[src/rtl/return_addr_stack_if.sv]
// return_addr_stack_if: call/return control and stack status bundle for the return-address stack
interface return_addr_stack_if #(
    parameter int DATA_W = 32
);
    logic              flush;
    logic              push;
    logic              pop;
    logic [DATA_W-1:0] pc_in;
    logic [DATA_W-1:0] top_addr;
    logic              empty;
    logic              full;
    logic              overflow;
    logic              underflow;

    modport master (
        output flush, push, pop, pc_in,
        input  top_addr, empty, full, overflow, underflow
    );

    modport slave (
        input  flush, push, pop, pc_in,
        output top_addr, empty, full, overflow, underflow
    );
endinterface

[src/rtl/return_addr_stack.sv]
// return_addr_stack: circular return-address stack with saturating count and sticky flags.
// Define RAS_WRAP_EN to let a push while full overwrite the oldest entry; by default it is dropped.
module return_addr_stack #(
    parameter int DEPTH  = 8,
    parameter int AW     = 3,
    parameter int DATA_W = 32
) (
    input logic                 clk,
    input logic                 rst_n,
    return_addr_stack_if.slave  bus
);
    localparam logic [AW:0] FULL_CNT = (AW + 1)'(DEPTH);

    logic [DATA_W-1:0] mem [DEPTH];
    logic [AW-1:0]     sp, sp_nxt, top_idx, wr_idx;
    logic [AW:0]       count, count_nxt;
    logic              overflow, overflow_nxt, underflow, underflow_nxt;
    logic              we, is_empty, is_full;
    logic [DATA_W-1:0] push_val;

    assign top_idx  = sp - 1'b1;
    assign is_empty = count == '0;
    assign is_full  = count == FULL_CNT;
    assign push_val = bus.pc_in + DATA_W'(4);

    assign bus.top_addr  = is_empty ? '0 : mem[top_idx];
    assign bus.empty     = is_empty;
    assign bus.full      = is_full;
    assign bus.overflow  = overflow;
    assign bus.underflow = underflow;

    // Next-state decode in priority order flush > push&pop > push > pop
    always_comb begin
        sp_nxt        = sp;
        count_nxt     = count;
        overflow_nxt  = overflow;
        underflow_nxt = underflow;
        we            = 1'b0;
        wr_idx        = sp;
        if (bus.flush) begin
            sp_nxt        = '0;
            count_nxt     = '0;
            overflow_nxt  = 1'b0;
            underflow_nxt = 1'b0;
        end else if (bus.push && bus.pop && !is_empty) begin
            we     = 1'b1;
            wr_idx = top_idx;
        end else if (bus.push) begin
            if (!is_full) begin
                we        = 1'b1;
                sp_nxt    = sp + 1'b1;
                count_nxt = count + 1'b1;
            end else begin
                overflow_nxt = 1'b1;
`ifdef RAS_WRAP_EN
                we     = 1'b1;
                sp_nxt = sp + 1'b1;
`else
                we     = 1'b0;
`endif
            end
        end else if (bus.pop) begin
            if (!is_empty) begin
                sp_nxt    = sp - 1'b1;
                count_nxt = count - 1'b1;
            end else begin
                underflow_nxt = 1'b1;
            end
        end
    end

    // Pointer, occupancy and sticky flag registers
    always_ff @(posedge clk or negedge rst_n) begin
        if (!rst_n) begin
            sp        <= '0;
            count     <= '0;
            overflow  <= 1'b0;
            underflow <= 1'b0;
        end else begin
            sp        <= sp_nxt;
            count     <= count_nxt;
            overflow  <= overflow_nxt;
            underflow <= underflow_nxt;
        end
    end

    // Entry storage is left unreset; reads are masked while empty
    always_ff @(posedge clk) begin
        if (we) mem[wr_idx] <= push_val;
    end
endmodule

[src/flat_wrapper.sv]
// flat-port wrapper written by rule: the top's interface ports become plain ports
module return_addr_stack_flat 
#(
    parameter int DEPTH  = 8,
    parameter int AW     = 3,
    parameter int DATA_W = 32
)
  (clk, rst_n, bus_flush, bus_push, bus_pop, bus_pc_in, bus_top_addr, bus_empty, bus_full, bus_overflow, bus_underflow);
  return_addr_stack_if #(.DATA_W(DATA_W)) bus_i ();
  input logic clk;
  input logic rst_n;
  input wire logic [$bits(bus_i.flush)-1:0] bus_flush;
  input wire logic [$bits(bus_i.push)-1:0] bus_push;
  input wire logic [$bits(bus_i.pop)-1:0] bus_pop;
  input wire logic [$bits(bus_i.pc_in)-1:0] bus_pc_in;
  output wire logic [$bits(bus_i.top_addr)-1:0] bus_top_addr;
  output wire logic [$bits(bus_i.empty)-1:0] bus_empty;
  output wire logic [$bits(bus_i.full)-1:0] bus_full;
  output wire logic [$bits(bus_i.overflow)-1:0] bus_overflow;
  output wire logic [$bits(bus_i.underflow)-1:0] bus_underflow;
  assign bus_i.flush = bus_flush;
  assign bus_i.push = bus_push;
  assign bus_i.pop = bus_pop;
  assign bus_i.pc_in = bus_pc_in;
  assign bus_top_addr = bus_i.top_addr;
  assign bus_empty = bus_i.empty;
  assign bus_full = bus_i.full;
  assign bus_overflow = bus_i.overflow;
  assign bus_underflow = bus_i.underflow;
  return_addr_stack #(.DEPTH(DEPTH), .AW(AW), .DATA_W(DATA_W)) u_core (.clk(clk), .rst_n(rst_n), .bus(bus_i));
endmodule
[config.mk]
export PLATFORM = sky130hd
export DESIGN_NAME = return_addr_stack_flat
export DESIGN_NICKNAME = d
export VERILOG_FILES = /design/src/rtl/return_addr_stack_if.sv /design/src/rtl/return_addr_stack.sv /design/src/flat_wrapper.sv
export SDC_FILE = /design/constraint.sdc
export NUM_CORES = 1
export LEC_CHECK = 0
export ABC_AREA = 0
export CELL_PAD_IN_SITES_DETAIL_PLACEMENT = 1
export CELL_PAD_IN_SITES_GLOBAL_PLACEMENT = 1
export CORE_UTILIZATION = 55
export DETAILED_ROUTE_END_ITERATION = 16
export PLACE_DENSITY_LB_ADDON = 0.12
export SKIP_CTS_REPAIR_TIMING = 1
export SYNTH_ARGS = -nofsm -noshare
export SYNTH_HDL_FRONTEND = slang
export SYNTH_SLANG_ARGS = --single-unit
[constraint.sdc]
create_clock -name clk -period 9.2 [get_ports clk]
set_clock_uncertainty 0.05 [all_clocks]
set_input_delay 1.84 -clock clk [delete_from_list [all_inputs] [get_ports clk]]
set_output_delay 1.84 -clock clk [all_outputs]
set_load 0.01 [all_outputs]
==> impl_metrics.json, run 1 <==
{
  "status": "finished, final reports clean",
  "nFillCells": 1680,
  "start_util_pct": 56.3,
  "die_w_um": 144,
  "tns_ps": 0,
  "vias": 6166,
  "placed_area_sq_mm": 0.0121,
  "routabilityCongestion": 0.815,
  "yosysUniqueCellTypes": 45,
  "synth_area_leaders": "edfxtp_1 70%, mux4_2 13%, nand2_1 2.7%, xnor2_1 2.1%, dfrtp_1 2.0%",
  "max_stage_delay_ps": 890,
  "grt_start_max_net_pins": 40,
  "wirelength_met1_um": 10800,
  "setup_viol": 0,
  "insertion_delay_ps": 530,
  "dieArea_sq_mm": 0.0206,
  "via_per_inst": 6.17,
  "synthFlopType": "edfxtp_1",
  "ys_ff_latch": 265,
  "drt_pass1_iterations": 6,
  "ys_seq_area_share_pct": 71.7,
  "synth_top_area_share_pct": 69.7,
  "crit_type": "reg -> out",
  "r2r_slack_ps": 4830,
  "crit_path_top_delay_cell": "ha_2",
  "peakVddDrop_mv": 0.245,
  "cap_violations": 0,
  "postSynthCellCount": 629,
  "async_reset_ff_share_pct": 3.40,
  "cts.sinks": 265,
  "antenna_found_initial": 0,
  "grt_pass1_wl_um": 40100,
  "drt_iter0_drc": 538,
  "stdcell_area_sq_mm": 0.0130,
  "met2_length_um": 13700,
  "cts-htree-levels": 1,
  "area_growth_syn_to_layout_pct": 17.5,
  "hold_class": "reg -> reg",
  "p_leak_nw": 4.14,
  "routed.top_layer": "met4",
  "ys.warnings.count": 0,
  "cts-root-buf": "clkbuf_16",
  "required_ps": 7310,
  "ios": 73,
  "power_w": 0.00363,
  "synth_area_sq_mm": 0.0110,
  "die_h_um": 144,
  "cts_tree": "built",
  "drc": 0,
  "syn_nets": 672,
  "syn_avg_cell_area_sq_um": 17.5,
  "path_clk_slew_ps": 60,
  "grt_overflow_total": 0,
  "worst_slew_pin_slew_ps": 971,
  "rows": 51,
  "worst_setup_path_end_kind": "output pin",
  "drtAntennaViolNets": 0,
  "final.period_utilization_pct": 68.1,
  "drive_gt1_share_pct": 18.0,
  "multi_input_area_sq_mm": 0.00302,
  "wl_um": 26500,
  "final_nets": 755,
  "clock.fmax_mhz": 160,
  "rsz0062_at_grt": "false",
  "arrival_ps": 4370,
  "critical-path-top-delay-family": "buffers and inverters",
  "yosys.area.top_type": "edfxtp_1",
  "crit_fanout": 39,
  "cp-start-kind": "flop",
  "cp_num_buf_inv": 3,
  "globalRouteTotalUtil_pct": 27.3,
  "port-buffer-count": 72,
  "wire_per_inst_um": 26.5,
  "wl_met3_um": 1520,
  "synth-edff-count": 256,
  "seq_area_sq_mm": 0.00792,
  "power.density_mw_per_mm2": 280,
  "slew_headroom_pct": 34.8,
  "period_needed_ps": 6260,
  "clock_path_buffers": 3,
  "cts_buffers": 28,
  "grt_pass1_vias": 6729,
  "core_area_sq_mm": 0.0196,
  "dpl.hpwl_um": 15700,
  "path_cells": "inv_1 -> ha_2 -> buf_4 -> mux4_2 -> nand2_1 -> a21oi_1 -> clkdlybuf4s50_1",
  "slew_viol_final": 0,
  "hold_viol_final": 0
}
==> state kept, by name, indices dropped and copies added, names as in the netlist <==
| signal | flops |
|---|---|
| u_core.mem | 256 |
| u_core.count | 4 |
| u_core.sp | 3 |
| u_core.bus.overflow | 1 |
| u_core.bus.underflow | 1 |
==> cells by family (layout without fill, tap and decap cells) <==
family | count (synthesis) | in the layout | synth area share, %
adders and majority gates | 6 | 6 | 0.749
and+or+nand+nor | 165 | 165 | 7.22
AOI/OAI and AO/OA | 53 | 53 | 2.61
buffers and inverters | 39 | 143 | 1.55
xor gates and xnor gates | 32 | 32 | 2.54
other | 0 | 1 | 0
DFF | 265 | 265 | 71.7
muxes | 69 | 69 | 13.6
==> layer usage <==
layer	track usage [%]	vias up
met5	0	-
met4	7.39	0
met3	3.33	50
met2	47.2	251
met1	36.8	3206
li1	-	2659
==> cells in the final DEF, fill, tap and decap left out, drive strengths merged <==
cell type | netlist | routed
a21boi | 1 | 1
and3 | 11 | 11
xnor2 | 26 | 26
ha | 5 | 5
clkbuf | 17 | 36
mux2 | 2 | 2
or2 | 1 | 1
nand2 | 78 | 78
nand4 | 11 | 11
nor4b | 1 | 1
edfxtp | 256 | 256
bufinv | 0 | 1
clkdlybuf4s50 | 0 | 72
mux2i | 3 | 3
nor3 | 10 | 10
o31a | 1 | 1
a211oi | 1 | 1
a31oi | 3 | 3
nor2b | 5 | 5
o21ai | 6 | 6
dfrtp | 9 | 9
a21o | 1 | 1
xor2 | 6 | 6
diode | 0 | 1
fa | 1 | 1
o211ai | 1 | 1
or3 | 2 | 2
nand3 | 16 | 16
nor4 | 3 | 3
and4 | 5 | 5
mux4 | 64 | 64
or4 | 3 | 3
nor2 | 17 | 17
and2 | 2 | 2
a21oi | 38 | 38
inv | 8 | 8
clkinv | 0 | 14
a311oi | 1 | 1
buf | 14 | 12
==> power breakdown <==
| group | internal (W) | switching (W) |
|---|---|---|
| combinational | 0.000518 | 0.000612 |
| clock | 0.000600 | 0.000445 |
| sequential | 0.00140 | 0.0000495 |
| total | 0.00252 | 0.00111 |
==> final timing paths <==
| kind | from | endpoint | cells after the start |
|---|---|---|---|
| max | u_core.sp[0]$_DFFE_PN0P_ | bus_top_addr[29] | 7 |
| min reg2reg | u_core.bus.underflow$_DFFE_PN0P_ | u_core.bus.underflow$_DFFE_PN0P_ | 2 |
| max reg2reg | u_core.sp[0]$_DFFE_PN0P_ | u_core.mem[1][7]$_DFFE_PP_ | 7 |
| min in group asynchronous | rst_n | u_core.count[3]$_DFFE_PN0P_ | 1 |
| max in group asynchronous | rst_n | u_core.sp[0]$_DFFE_PN0P_ | 1 |
| min | u_core.bus.underflow$_DFFE_PN0P_ | u_core.bus.underflow$_DFFE_PN0P_ | 2 |
==> per-stage QoR <==
stage,worst slack [ps],utilization [%],cells,hold slack [ps]
floorplan,4780,-,629,476
global placement,3480,61.8,947,432
detailed placement,3440,61.8,947,447
CTS,2880,66.1,998,461
global route,2650,66.1,998,499
finish,2940,66.1,999,451
==> cell usage after synthesis, types with 2 or more instances <==
cell	instances
inv_1	7
a21oi_1	38
and4_1	4
nor4_1	3
buf_1	3
xor2_1	6
buf_2	8
mux2i_1	3
dfrtp_1	9
nand4_1	11
ha_1	5
nand3_1	16
nor3_1	10
nor2_1	16
mux4_2	64
o21ai_1	2
nand2_1	78
a31oi_1	3
or4_1	2
and2_1	2
o21ai_0	4
clkbuf_1	17
nor2b_1	5
buf_4	2
edfxtp_1	256
and3_1	11
xnor2_1	26
==> worst min-delay path: cells and delay by family, from the launching register on <==
kind,cells,cell delay [ps]
flip-flops,1,350
AND/OR/NAND/NOR,1,70
AO/OA/AOI/OAI,1,50
==> cell type report <==
cell class / instances / area share [%]
clock buffers: 36 / 5.80
diodes: 1 / 0.0193
clock inverters: 15 / 0.715
well taps: 265 / 2.56
repair buffers: 84 / 6.26
flip-flops and latches: 265 / 61.1
inverters: 8 / 0.232
multi-input cells: 325 / 23.3
No activity file was read; power rests on OpenSTA's default activity.
==> run 2, diff against run 1 <==
- CORE_UTILIZATION: 55 -> 51
- clock period: 9.2 -> 6.3 ns (I/O delays scaled with it)
==> run 2 against run 1 <==
Routed wire length rose by 3.3%. Final area rose by 1.2%. Clock-buffer cell count did not move. Via count rose by 0.50%. Hold slack improved by 12 ps. Power rose by 53%. Sequential cell count did not move. Register-to-register slack got worse by 2500 ps. Global-route usage fell by 1.5 points. Sequential power rose by 46%. Non-clock buffer count rose by 3. Highest routed layer unchanged.
==> impl_metrics.json, run 2 (same netlist as run 1, synthesis figures left out) <==
{
  "status": "finished, final reports clean",
  "globalRouteTotalUtil_pct": 25.8,
  "nFillCells": 1843,
  "crit_path_top_delay_cell": "ha_2",
  "die_w_um": 149,
  "finish.utilization_pct": 62.2,
  "cts_tree": "built",
  "max_stage_delay_ps": 840,
  "grt_pass1_vias": 6861,
  "wire_per_inst_um": 27.1,
  "rsz0062_at_grt": "false",
  "vias": 6197,
  "critical-path-top-delay-family": "buffers and inverters",
  "hold_viol_final": 0,
  "grt_start_max_net_pins": 48,
  "hold-path-cell-count": 2,
  "clock_path_buffers": 3,
  "final_nets": 759,
  "ios": 73,
  "port-buffer-count": 72,
  "power_w": 0.00554,
  "wl_um": 27400,
  "tns_ps": 0,
  "final_common_cell": "edfxtp_1",
  "largest_register": "u_core.mem",
  "drc": 0,
  "cap_violations": 0,
  "required_ps": 4990,
  "slew_viol_final": 0,
  "path_clk_slew_ps": 70,
  "drtAntennaViolNets": 0,
  "seq_area_sq_mm": 0.00792,
  "dpl.hpwl_um": 16400,
  "slew_headroom_pct": 32.3,
  "path_cells": "inv_1 -> ha_2 -> buf_4 -> mux4_2 -> nand2_1 -> a21oi_1 -> clkdlybuf4s50_1",
  "grt_overflow_total": 0,
  "antenna_found_initial": 0,
  "place_inst": 960,
  "cp_num_cells": 7,
  "start_util_pct": 52.3,
  "routabilityCongestion": 0.776,
  "reg2regPathDepth": 8,
  "cts-root-buf": "clkbuf_16",
  "period_needed_ps": 5230,
  "worst_slew_pin_slew_ps": 1020,
  "arrival_ps": 3920,
  "rows": 53,
  "drive_gt1_share_pct": 19.4,
  "p_leak_nw": 4.21,
  "cts_buffers": 29,
  "final_cell_mix": "256 x edfxtp_1, 78 x nand2_1, 72 x clkdlybuf4s50_1, 64 x mux4_2, 38 x a21oi_1",
  "drt_pass1_iterations": 5,
  "drt_iter0_drc": 391,
  "cp-start-kind": "flop",
  "crit_type": "reg -> out",
  "insertion_delay_ps": 550,
  "clock.fmax_mhz": 191,
  "area_growth_syn_to_layout_pct": 18.9,
  "die_h_um": 149,
  "grt_pass1_wl_um": 41500,
  "whs_ps": 464,
  "cp_num_buf_inv": 3,
  "via_per_inst": 6.12,
  "final.period_utilization_pct": 83.1,
  "power.density_mw_per_mm2": 422,
  "reg_top3": "u_core.mem x256, u_core.count x4, u_core.sp x3",
  "crit_fanout": 25,
  "multi_input_area_sq_mm": 0.00302,
  "setup_viol": 0,
  "peakVddDrop_mv": 0.299,
  "num_antenna_cells": 0,
  "layout.cells.non_filler": 1012,
  "worst_setup_path_end_kind": "output pin",
  "cts.sinks": 265,
  "hold_class": "reg -> reg",
  "cts-htree-levels": 1,
  "dieArea_sq_mm": 0.0222,
  "largest_reg_flops": 256,
  "core_area_sq_mm": 0.0211,
  "r2r_slack_ps": 2290
}
-- run 2: changes by cell type in the layout (fill, tap and decap cells not counted), sizes merged --
cell / before / now
bufinv: 1 / 5
clkinv: 14 / 6
clkinvlp: 0 / 4
diode: 1 / 0
buf: 12 / 15
inv: 8 / 9
-- run 2: final cells by class --
type	count	share of cell area, %
timing repair buffer	87	6.35
multi-input combinational	325	23.0
inverter	8	0.229
clock inverter	16	1.67
tap	275	2.62
sequential	265	60.4
clock buffer	36	5.73
-- run 2: per-layer routing --
| metal | wire length, um | track usage [%] |
|---|---|---|
| met1 | 11400 | 33.8 |
| met5 | 0 | 0 |
| met4 | 558 | 7.86 |
| met3 | 1300 | 3.52 |
| met2 | 14100 | 44.8 |
-- run 2: metrics by stage --
step / setup slack [ps] / cell area (sq um)
2_1_floorplan: 2460 / 11000
3_3_place_gp: 1690 / 12100
3_5_place_dp: 1630 / 12100
4_1_cts: 1040 / 13100
5_1_grt: 875 / 13100
6_report: 1070 / 13100
-- run 2: path summary, 6_finish.rpt --
check / startpoint / to
max reg2reg: u_core.sp[0]$_DFFE_PN0P_ / u_core.mem[1][28]$_DFFE_PP_
max in group asynchronous: rst_n / u_core.sp[0]$_DFFE_PN0P_
min in group asynchronous: rst_n / u_core.count[0]$_DFFE_PN0P_
max: u_core.sp[0]$_DFFE_PN0P_ / bus_top_addr[9]
min: u_core.bus.overflow$_DFFE_PN0P_ / u_core.bus.overflow$_DFFE_PN0P_
min reg2reg: u_core.bus.overflow$_DFFE_PN0P_ / u_core.bus.overflow$_DFFE_PN0P_
-- run 2: worst reg2reg max path, cell delays in order (launching register included) --
cell     delay [ps]
dfrtp_4         700
inv_1           170
ha_2            270
xnor2_2         390
buf_4           480
nand2_1         110
mux2i_1         290
nor2b_4         840
buf_4           390
-- run 2: power breakdown --
group / switching (W) / internal (W) / total (W)
registers: 0.0000633 / 0.00205 / 0.00211
clock network: 0.000682 / 0.00105 / 0.00173
logic: 0.000928 / 0.000764 / 0.00169
total: 0.00167 / 0.00387 / 0.00554
